===== config.mk =====
export PLATFORM = sky130hd
export DESIGN_NAME = ram_nr1w_clr_flat
export DESIGN_NICKNAME = d
export VERILOG_FILES = /design/src/rtl/ram_nr1w_clr_if.sv /design/src/rtl/ram_nr1w_clr.sv /design/src/flat_wrapper.sv
export SDC_FILE = /design/constraint.sdc
export NUM_CORES = 1
export LEC_CHECK = 0
export ABC_AREA = 1
export CAP_MARGIN = 25
export CORE_MARGIN = 2
export CORE_UTILIZATION = 30
export DETAILED_ROUTE_END_ITERATION = 8
export GPL_ROUTABILITY_DRIVEN = 0
export PLACE_DENSITY = 0.46
export SLEW_MARGIN = 20
export SYNTH_ARGS = -nofsm -noshare
export SYNTH_HDL_FRONTEND = slang
export SYNTH_SLANG_ARGS = --single-unit

===== constraint.sdc =====
create_clock -name CLK -period 2.2 [get_ports CLK]
set_input_delay 0.22 -clock CLK [delete_from_list [all_inputs] [get_ports CLK]]
set_output_delay 0.22 -clock CLK [all_outputs]
set_load 0.005 [all_outputs]

===== src/rtl/ram_nr1w_clr_if.sv =====
// Bus bundle for ram_nr1w_clr: clear control, one write port and NUM_RD packed read ports.
// The RAM connects through the slave modport and its user through the master modport.
interface ram_nr1w_clr_if #(
  parameter int DATA_W = 8,
  parameter int ADDR_W = 6,
  parameter int NUM_RD = 2
);
  logic                     INIT_REQ;
  logic                     INIT_BUSY;
  logic                     INIT_DONE;
  logic                     W_EN;
  logic [ADDR_W-1:0]        W_ADDR;
  logic [DATA_W-1:0]        W_DIN;
  logic [NUM_RD-1:0]        R_EN;
  logic [NUM_RD*ADDR_W-1:0] R_ADDR;
  logic [NUM_RD*DATA_W-1:0] R_DOUT;
  logic [NUM_RD-1:0]        R_VLD;

  modport master (
    output INIT_REQ, W_EN, W_ADDR, W_DIN, R_EN, R_ADDR,
    input  INIT_BUSY, INIT_DONE, R_DOUT, R_VLD
  );

  modport slave (
    input  INIT_REQ, W_EN, W_ADDR, W_DIN, R_EN, R_ADDR,
    output INIT_BUSY, INIT_DONE, R_DOUT, R_VLD
  );
endinterface


===== src/rtl/ram_nr1w_clr.sv =====
// Multi-read, single-write RAM with a two-cycle registered read path, selectable
// read-during-write bypass and a clear sequencer that fills the array after every reset.
module ram_nr1w_clr #(
  parameter int              DATA_W   = 8,
  parameter int              ADDR_W   = 6,
  parameter int              DEPTH    = 64,
  parameter int              NUM_RD   = 2,
  parameter int              BYPASS   = 1,
  parameter logic [DATA_W-1:0] INIT_VAL = '0
) (
  input logic           CLK,
  input logic           RST,
  ram_nr1w_clr_if.slave bus
);
  localparam logic [0:0] ST_CLEAR = 1'b0;
  localparam logic [0:0] ST_IDLE  = 1'b1;
  localparam int         AW1      = ADDR_W + 1;
  localparam logic [ADDR_W:0]   DEPTH_W   = AW1'(DEPTH);
  localparam logic [ADDR_W-1:0] LAST_ADDR = ADDR_W'(DEPTH - 1);

  logic [0:0]        state_q, state_d;
  logic [ADDR_W-1:0] cnt_q, cnt_d;
  logic              done_q, done_d;

  logic              mem_we;
  logic [ADDR_W-1:0] mem_waddr;
  logic [DATA_W-1:0] mem_wdata;
  logic [DATA_W-1:0] mem [DEPTH];

  // Stage 1 holds the array word captured at the address edge, stage 2 the
  // registered array output, and the last stage drives R_DOUT/R_VLD.
  logic [NUM_RD-1:0]             vld1_q, vld1_d, vld2_q, vld2_d, vld_q, vld_d;
  logic [NUM_RD-1:0][DATA_W-1:0] dat1_q, dat1_d, dat2_q, dat2_d, dout_q, dout_d;

  function automatic logic in_range(input logic [ADDR_W-1:0] a);
    return {1'b0, a} < DEPTH_W;
  endfunction

  always_comb begin
    logic [ADDR_W-1:0] ra;
    // NOTE: every signal gets a default first so no path leaves it unassigned (no latches).
    ra        = '0;
    state_d   = state_q;
    cnt_d     = cnt_q;
    done_d    = 1'b0;
    mem_we    = 1'b0;
    mem_waddr = cnt_q;
    mem_wdata = INIT_VAL;
    vld1_d    = '0;
    dat1_d    = dat1_q;

    if (state_q == ST_CLEAR) begin
      mem_we = 1'b1;
      if (cnt_q == LAST_ADDR) begin
        state_d = ST_IDLE;
        done_d  = 1'b1;
      end else begin
        cnt_d = cnt_q + 1'b1;
      end
    end else begin
      for (int k = 0; k < NUM_RD; k++) begin
        if (bus.R_EN[k]) begin
          ra        = bus.R_ADDR[k*ADDR_W +: ADDR_W];
          vld1_d[k] = 1'b1;
          if (!in_range(ra))
            dat1_d[k] = '0;
          else if ((BYPASS != 0) && bus.W_EN && (bus.W_ADDR == ra))
            dat1_d[k] = bus.W_DIN;
          else
            dat1_d[k] = mem[ra];
        end
      end
      mem_we    = bus.W_EN && in_range(bus.W_ADDR);
      mem_waddr = bus.W_ADDR;
      mem_wdata = bus.W_DIN;
      // A request restarts the clear; traffic at this same edge still completes.
      if (bus.INIT_REQ) begin
        state_d = ST_CLEAR;
        cnt_d   = '0;
      end
    end

    vld2_d = vld1_q;
    dat2_d = dat1_q;
    vld_d  = vld2_q;
    for (int k = 0; k < NUM_RD; k++)
      dout_d[k] = vld2_q[k] ? dat2_q[k] : dout_q[k];
  end

  // NOTE: sequential state uses non-blocking assignments so all flops update together.
  always_ff @(posedge CLK or posedge RST) begin
    if (RST) begin
      state_q <= ST_CLEAR;
      cnt_q   <= '0;
      done_q  <= 1'b0;
      vld1_q  <= '0;
      vld2_q  <= '0;
      vld_q   <= '0;
      dat1_q  <= '0;
      dat2_q  <= '0;
      dout_q  <= '0;
    end else begin
      state_q <= state_d;
      cnt_q   <= cnt_d;
      done_q  <= done_d;
      vld1_q  <= vld1_d;
      vld2_q  <= vld2_d;
      vld_q   <= vld_d;
      dat1_q  <= dat1_d;
      dat2_q  <= dat2_d;
      dout_q  <= dout_d;
    end
  end

  // NOTE: the array has no reset so it maps onto RAM; the clear sequencer initialises it.
  always_ff @(posedge CLK) begin
    if (mem_we)
      mem[mem_waddr] <= mem_wdata;
  end

  assign bus.INIT_BUSY = (state_q == ST_CLEAR);
  assign bus.INIT_DONE = done_q;
  assign bus.R_VLD     = vld_q;
  assign bus.R_DOUT    = dout_q;
endmodule


===== src/flat_wrapper.sv =====
// flat-port wrapper written by rule: the top's interface ports become plain ports
module ram_nr1w_clr_flat 
#(
  parameter int              DATA_W   = 8,
  parameter int              ADDR_W   = 6,
  parameter int              DEPTH    = 64,
  parameter int              NUM_RD   = 2,
  parameter int              BYPASS   = 1,
  parameter logic [DATA_W-1:0] INIT_VAL = '0
)
  (CLK, RST, bus_INIT_REQ, bus_W_EN, bus_W_ADDR, bus_W_DIN, bus_R_EN, bus_R_ADDR, bus_INIT_BUSY, bus_INIT_DONE, bus_R_DOUT, bus_R_VLD);
  ram_nr1w_clr_if #(.DATA_W(DATA_W), .ADDR_W(ADDR_W), .NUM_RD(NUM_RD)) bus_i ();
  input logic CLK;
  input logic RST;
  input wire logic [$bits(bus_i.INIT_REQ)-1:0] bus_INIT_REQ;
  input wire logic [$bits(bus_i.W_EN)-1:0] bus_W_EN;
  input wire logic [$bits(bus_i.W_ADDR)-1:0] bus_W_ADDR;
  input wire logic [$bits(bus_i.W_DIN)-1:0] bus_W_DIN;
  input wire logic [$bits(bus_i.R_EN)-1:0] bus_R_EN;
  input wire logic [$bits(bus_i.R_ADDR)-1:0] bus_R_ADDR;
  output wire logic [$bits(bus_i.INIT_BUSY)-1:0] bus_INIT_BUSY;
  output wire logic [$bits(bus_i.INIT_DONE)-1:0] bus_INIT_DONE;
  output wire logic [$bits(bus_i.R_DOUT)-1:0] bus_R_DOUT;
  output wire logic [$bits(bus_i.R_VLD)-1:0] bus_R_VLD;
  assign bus_i.INIT_REQ = bus_INIT_REQ;
  assign bus_i.W_EN = bus_W_EN;
  assign bus_i.W_ADDR = bus_W_ADDR;
  assign bus_i.W_DIN = bus_W_DIN;
  assign bus_i.R_EN = bus_R_EN;
  assign bus_i.R_ADDR = bus_R_ADDR;
  assign bus_INIT_BUSY = bus_i.INIT_BUSY;
  assign bus_INIT_DONE = bus_i.INIT_DONE;
  assign bus_R_DOUT = bus_i.R_DOUT;
  assign bus_R_VLD = bus_i.R_VLD;
  ram_nr1w_clr #(.DATA_W(DATA_W), .ADDR_W(ADDR_W), .DEPTH(DEPTH), .NUM_RD(NUM_RD), .BYPASS(BYPASS), .INIT_VAL(INIT_VAL)) u_core (.CLK(CLK), .RST(RST), .bus(bus_i));
endmodule

=== Word-level counts from Yosys, hierarchy flattened ===
Memories as Yosys holds them, arrays and structs flattened. A register that Yosys moved wholly into a read port is not among the register bits.
Cells that the tools add are included.

* Register bits: 46
* RAM bits: 512
* Input bits: 32
* Memories: 1

* Add/sub/neg operators: 1
* Equal/unequal tests: 3
* Multiplexer cells: 15
* Bitwise operators: 1
* Reductions and logical operators: 3

{| class="wikitable"
|+ Memories
! name !! words !! bits a word !! rd ports !! clocked after Yosys merged registers in !! write ports !! line !! text
|-
| u_core.mem || 64 || 8 || 2 || 2 || 1 || ram_nr1w_clr.sv:28 || <nowiki>logic [DATA_W-1:0] mem [DEPTH];</nowiki>
|}

{| class="wikitable"
|+ Operators with widths
! kind !! number
|-
| $mux W6 || 4
|-
| $mux W1 || 9
|-
| $mux W8 || 1
|-
| $add A6 B1 Y6 const B || 1
|-
| $eq A6 B6 Y1 const B || 1
|-
| $reduce_and A2 Y1 || 3
|-
| $mux W2 || 1
|-
| $ne A2 B1 Y1 const B || 1
|-
| $ne A2 B2 Y1 const B || 1
|-
| $not A1 Y1 || 1
|}

=== Logic depth before layout (Yosys ltp) ===
* Depth after elaboration: 3
* Gate-level depth with buffers: 14

=== Least setup slack after synthesis ===
OpenSTA, ideal clock, no wires.

* Path kind: register to register
* From: register u_core.state_q
* To: memory u_core.mem[48][0] (enable)
* Setup time: 0.395 ns
* Arrival time: 1.966 ns
* Required time: 1.805 ns
* Path slack: -0.161 ns
* Stages on the path, launching flop included: 8
* Period minus slack after synthesis: 2.361 ns
* Cell sequence: dfrtp_1 -> buf_4 -> nand2_1 -> nand2_1 -> nand2_1 -> inv_1 -> nand3_1 -> nor4_1

* Word-level cells in the longest chain between the ends: 3
* Elaborated cells on any way between the ends: 4
* Those cells by class: 4 x mux

{| class="wikitable"
|+ Ends and longest elaborated chain
! what !! line !! text
|-
| start, declared || ram_nr1w_clr.sv:21 || <nowiki>logic [0:0] state_q, state_d;</nowiki>
|-
| start signal, assigned || ram_nr1w_clr.sv:103 || <nowiki>state_q <= state_d;</nowiki>
|-
| $mux W1 || ram_nr1w_clr.sv:52 || <nowiki>if (state_q == ST_CLEAR) begin</nowiki>
|-
| $mux W1 || ram_nr1w_clr.sv:117 || <nowiki>if (mem_we)</nowiki>
|-
| $mux W1 (implied by the code) || ram_nr1w_clr.sv:118 || <nowiki>mem[mem_waddr] <= mem_wdata;</nowiki>
|-
| end, declared || ram_nr1w_clr.sv:28 ||
|}

Several ways; a longest one is shown, not always the timed one.

=== Final worst setup path ===
* From: register u_core.state_q
* To: memory u_core.mem[31][7] (enable)

Same word-level chain as after synthesis.

==> results.py <==
metrics = {
    "status": {
        "status": "completed",
    },
    "die": {
        "core_area_sq_um": 94700,
        "num_rows": 113,
        "start_util_pct": 30.2,
        "die_h_um": 313,
        "die_w_um": 313,
        "ios": 52,
        "die-area_sq_um": 97800,
    },
    "critical_path": {
        "r2r_cells": 8,
        "r2r-start": "u_core.state_q",
        "crit_required_ns": 2.56,
        "r2r_end": "u_core.mem[31][7]",
        "crit_type": "flip-flop to flip-flop",
        "cp_max_fo": 10,
        "rrSetupSlack_ns": 0.12,
        "cp-start-kind": "flip-flop",
        "crit_arrival_ns": 2.44,
        "critPathCaptureType": "flip-flop",
    },
    "power": {
        "p_int_mw": 22.4,
        "power_mw": 32.5,
        "p_comb_share_pct": 23.0,
        "p_leak_nw": 14.0,
        "worst_ir_drop_vdd_uv": 622,
        "p_seq_share_pct": 42.9,
        "power.share.switching_pct": 31.2,
        "power_frac_clock_pct": 34.0,
        "power_density_nw_per_um2": 938,
        "p_sw_mw": 10.1,
    },
    "timing": {
        "skew_ns": 0.0252,
        "slew_viol_final": 0,
        "relSlewSlack_pct": 62.6,
        "fmax_ghz": 0.482,
        "worstMarginPinSlew_ns": 0.561,
        "setup_viol": 0,
        "hold_viol": 0,
        "rsz0062_at_grt": "false",
        "finalCritPeriodShare_pct": 94.4,
        "period_needed_ns": 2.08,
    },
    "clock_tree": {
        "cts_tree": "yes",
        "cts-buffers-inserted": 68,
        "cts_root_buffer": "clkbuf_16",
        "clk_latency_ns": 0.62,
        "clockBufferDepth": 3,
        "h-tree-depth": 3,
        "cts_sinks": 574,
        "cts.reportedPaths.clkPinSlew_ns": 0.06,
    },
    "final_layout": {
        "area_growth_pct": 21.1,
        "fin_util_pct": 36.6,
        "layout-drive-gt1-share_pct": 11.3,
        "layout_commonest_cell": "nand2_1",
        "antenna_cells": 0,
        "final_cell_mix": "1378 x nand2_1, 896 x nand3_1, 512 x edfxtp_1",
        "postLayoutCellArea_sq_um": 34600,
        "nets": 3434,
    },
    "global_route": {
        "grt_max_degree": 65,
        "grt_pass1_vias": 23600,
        "grt_use_total_pct": 22.0,
        "grt_remaining_overflow": 0,
        "grt_pass1_wl_mm": 160,
        "antenna_found_initial": 1,
    },
    "detailed_routing": {
        "drc": 0,
        "vias_per_cell": 5.17,
        "via_count": 24400,
        "drtIter0Drc": 2785,
        "wirelength_mm": 108,
        "drt_first_pass_iters": 6,
        "ant_nets": 0,
        "wire_per_inst_um": 23.0,
    },
    "synthesis": {
        "postSynthAreaPerCell_sq_um": 8.73,
        "syn_area_sq_um": 28600,
        "synth.area.top_cells": "edfxtp_1 54%, nand2_1 18%, nand3_1 16%",
        "synth-seq-area-share_pct": 59.2,
        "ys_ff_latch": 574,
        "synth_nets": 3310,
        "yosys.area.top_type": "edfxtp_1",
        "yosysTopAreaCellShare_pct": 53.8,
        "ys_warn_count": 0,
        "synthCells": 3277,
        "ys_types": 33,
    },
    "hold_path": {
        "hold_end": "u_core.cnt_q[3]",
        "min_path_type": "input port to flip-flop",
        "hp-start": "bus_INIT_REQ",
        "whs_path_depth": 4,
    },
    "placed_design": {
        "port_buffers": 51,
        "placed_cell_area_sq_um": 32400,
        "dpl.hpwl_mm": 70.5,
    },
    "run": {
        "cap_violations": 0,
    },
}
==> state kept, by name, summed over array words and instances, names as in the netlist <==
name,flops
u_core.bus.INIT_DONE,1
u_core.bus.R_DOUT,16
u_core.bus.R_VLD,2
u_core.cnt_q,6
u_core.dat1_q,16
u_core.dat2_q,16
u_core.mem,512
u_core.state_q,1
u_core.vld1_q,2
u_core.vld2_q,2
==> worst max path at each step <==
| stage | from | endpoint | slack (ns) |
|---|---|---|---|
| after floorplan | u_core.state_q | u_core.mem[48][0] | -0.16 |
| after global placement | bus_W_EN | u_core.mem[58][2] | -0.03 |
| after detailed placement | bus_W_EN | u_core.mem[58][4] | -0.03 |
| after CTS | u_core.state_q | u_core.dat1_q[13] | 0.02 |
| after global routing | u_core.state_q | u_core.mem[52][1] | 0.003 |
| final | u_core.state_q | u_core.mem[31][7] | 0.12 |
==> per-layer routing <==
metal  global-route usage (%)  wire (um)
met1                     31.2      48400
met2                     33.8      48800
met3                     3.73       8010
met4                     7.41       3230
met5                        0         13
==> layout make-up <==
type                    instances  area (sq um)
clock buffers                  91          1860
clock inverters                32           292
fillers                      9601         60100
inverters                      65           265
multi-input cells            2412         10600
flip-flops and latches        574         16900
well taps                    1265          1580
repair buffers                280          3140
==> cells in the mapped netlist (all sizes together) <==
master     n
inv       55
a21oi      3
o21ai     11
nor2      63
xor2       4
mux2      16
nor3       5
buf      106
dfrtp     62
xnor2      1
o21a       1
o22ai      6
clkinv    10
ha         1
nor4       8
edfxtp   512
clkbuf   121
nand4     16
nand3    897
nand2   1379
==> repair_timing <==
action,CTS,global route
cloned,0,1
setup buffers,0,3
endpoints found under the hold margin,11,0
pin swaps,0,2
setup endpoints to repair,4,130
resized for setup,1,6
hold buffers,1,0
==> power by group through the flow <==
| stage | registers [mW] | logic (mW) | clock network, mW |
|---|---|---|---|
| floorplan | 13.9 | 3.46 | 0 |
| global placement | 14.2 | 7.36 | 0 |
| detailed placement | 14.2 | 7.35 | 0 |
| CTS | 13.9 | 7.38 | 11.3 |
| global route | 14.1 | 8.04 | 11.8 |
| finish | 13.9 | 7.49 | 11.1 |
==> cells by family after synthesis <==
family                   synth area share [%]
XOR/XNOR                                0.153
adder cells (fa/ha/maj)                0.0437
flip-flops                               59.2
buffers and inverters                    4.13
AND/OR/NAND/NOR                          35.4
multiplexers                            0.630
AO/OA/AOI/OAI                           0.468
==> metrics by stage <==
stage                     setup TNS [ns]  setup WS (ns)  hold slack [ns]  std cells
after global placement             -1.46        -0.0324            0.334       4591
after CTS                              0         0.0172            0.286       4715
final                                  0          0.124            0.323       4719
after detailed placement           -1.76        -0.0270            0.335       4591
after global routing                   0        0.00319            0.313       4719
after floorplan                   -10.28         -0.161            0.331       3277
==> worst max-delay path, cell delays in order, from the launching register on <==
cell and delay, ns:
dfrtp_1 0.41, inv_2 0.05, buf_4 0.16, nor2_1 0.30, clkinv_2 0.24, nand4_1 0.21, buf_12 0.19, nor2_1 0.05
buf_4 0.18
No activity file was read; power rests on OpenSTA's default activity.
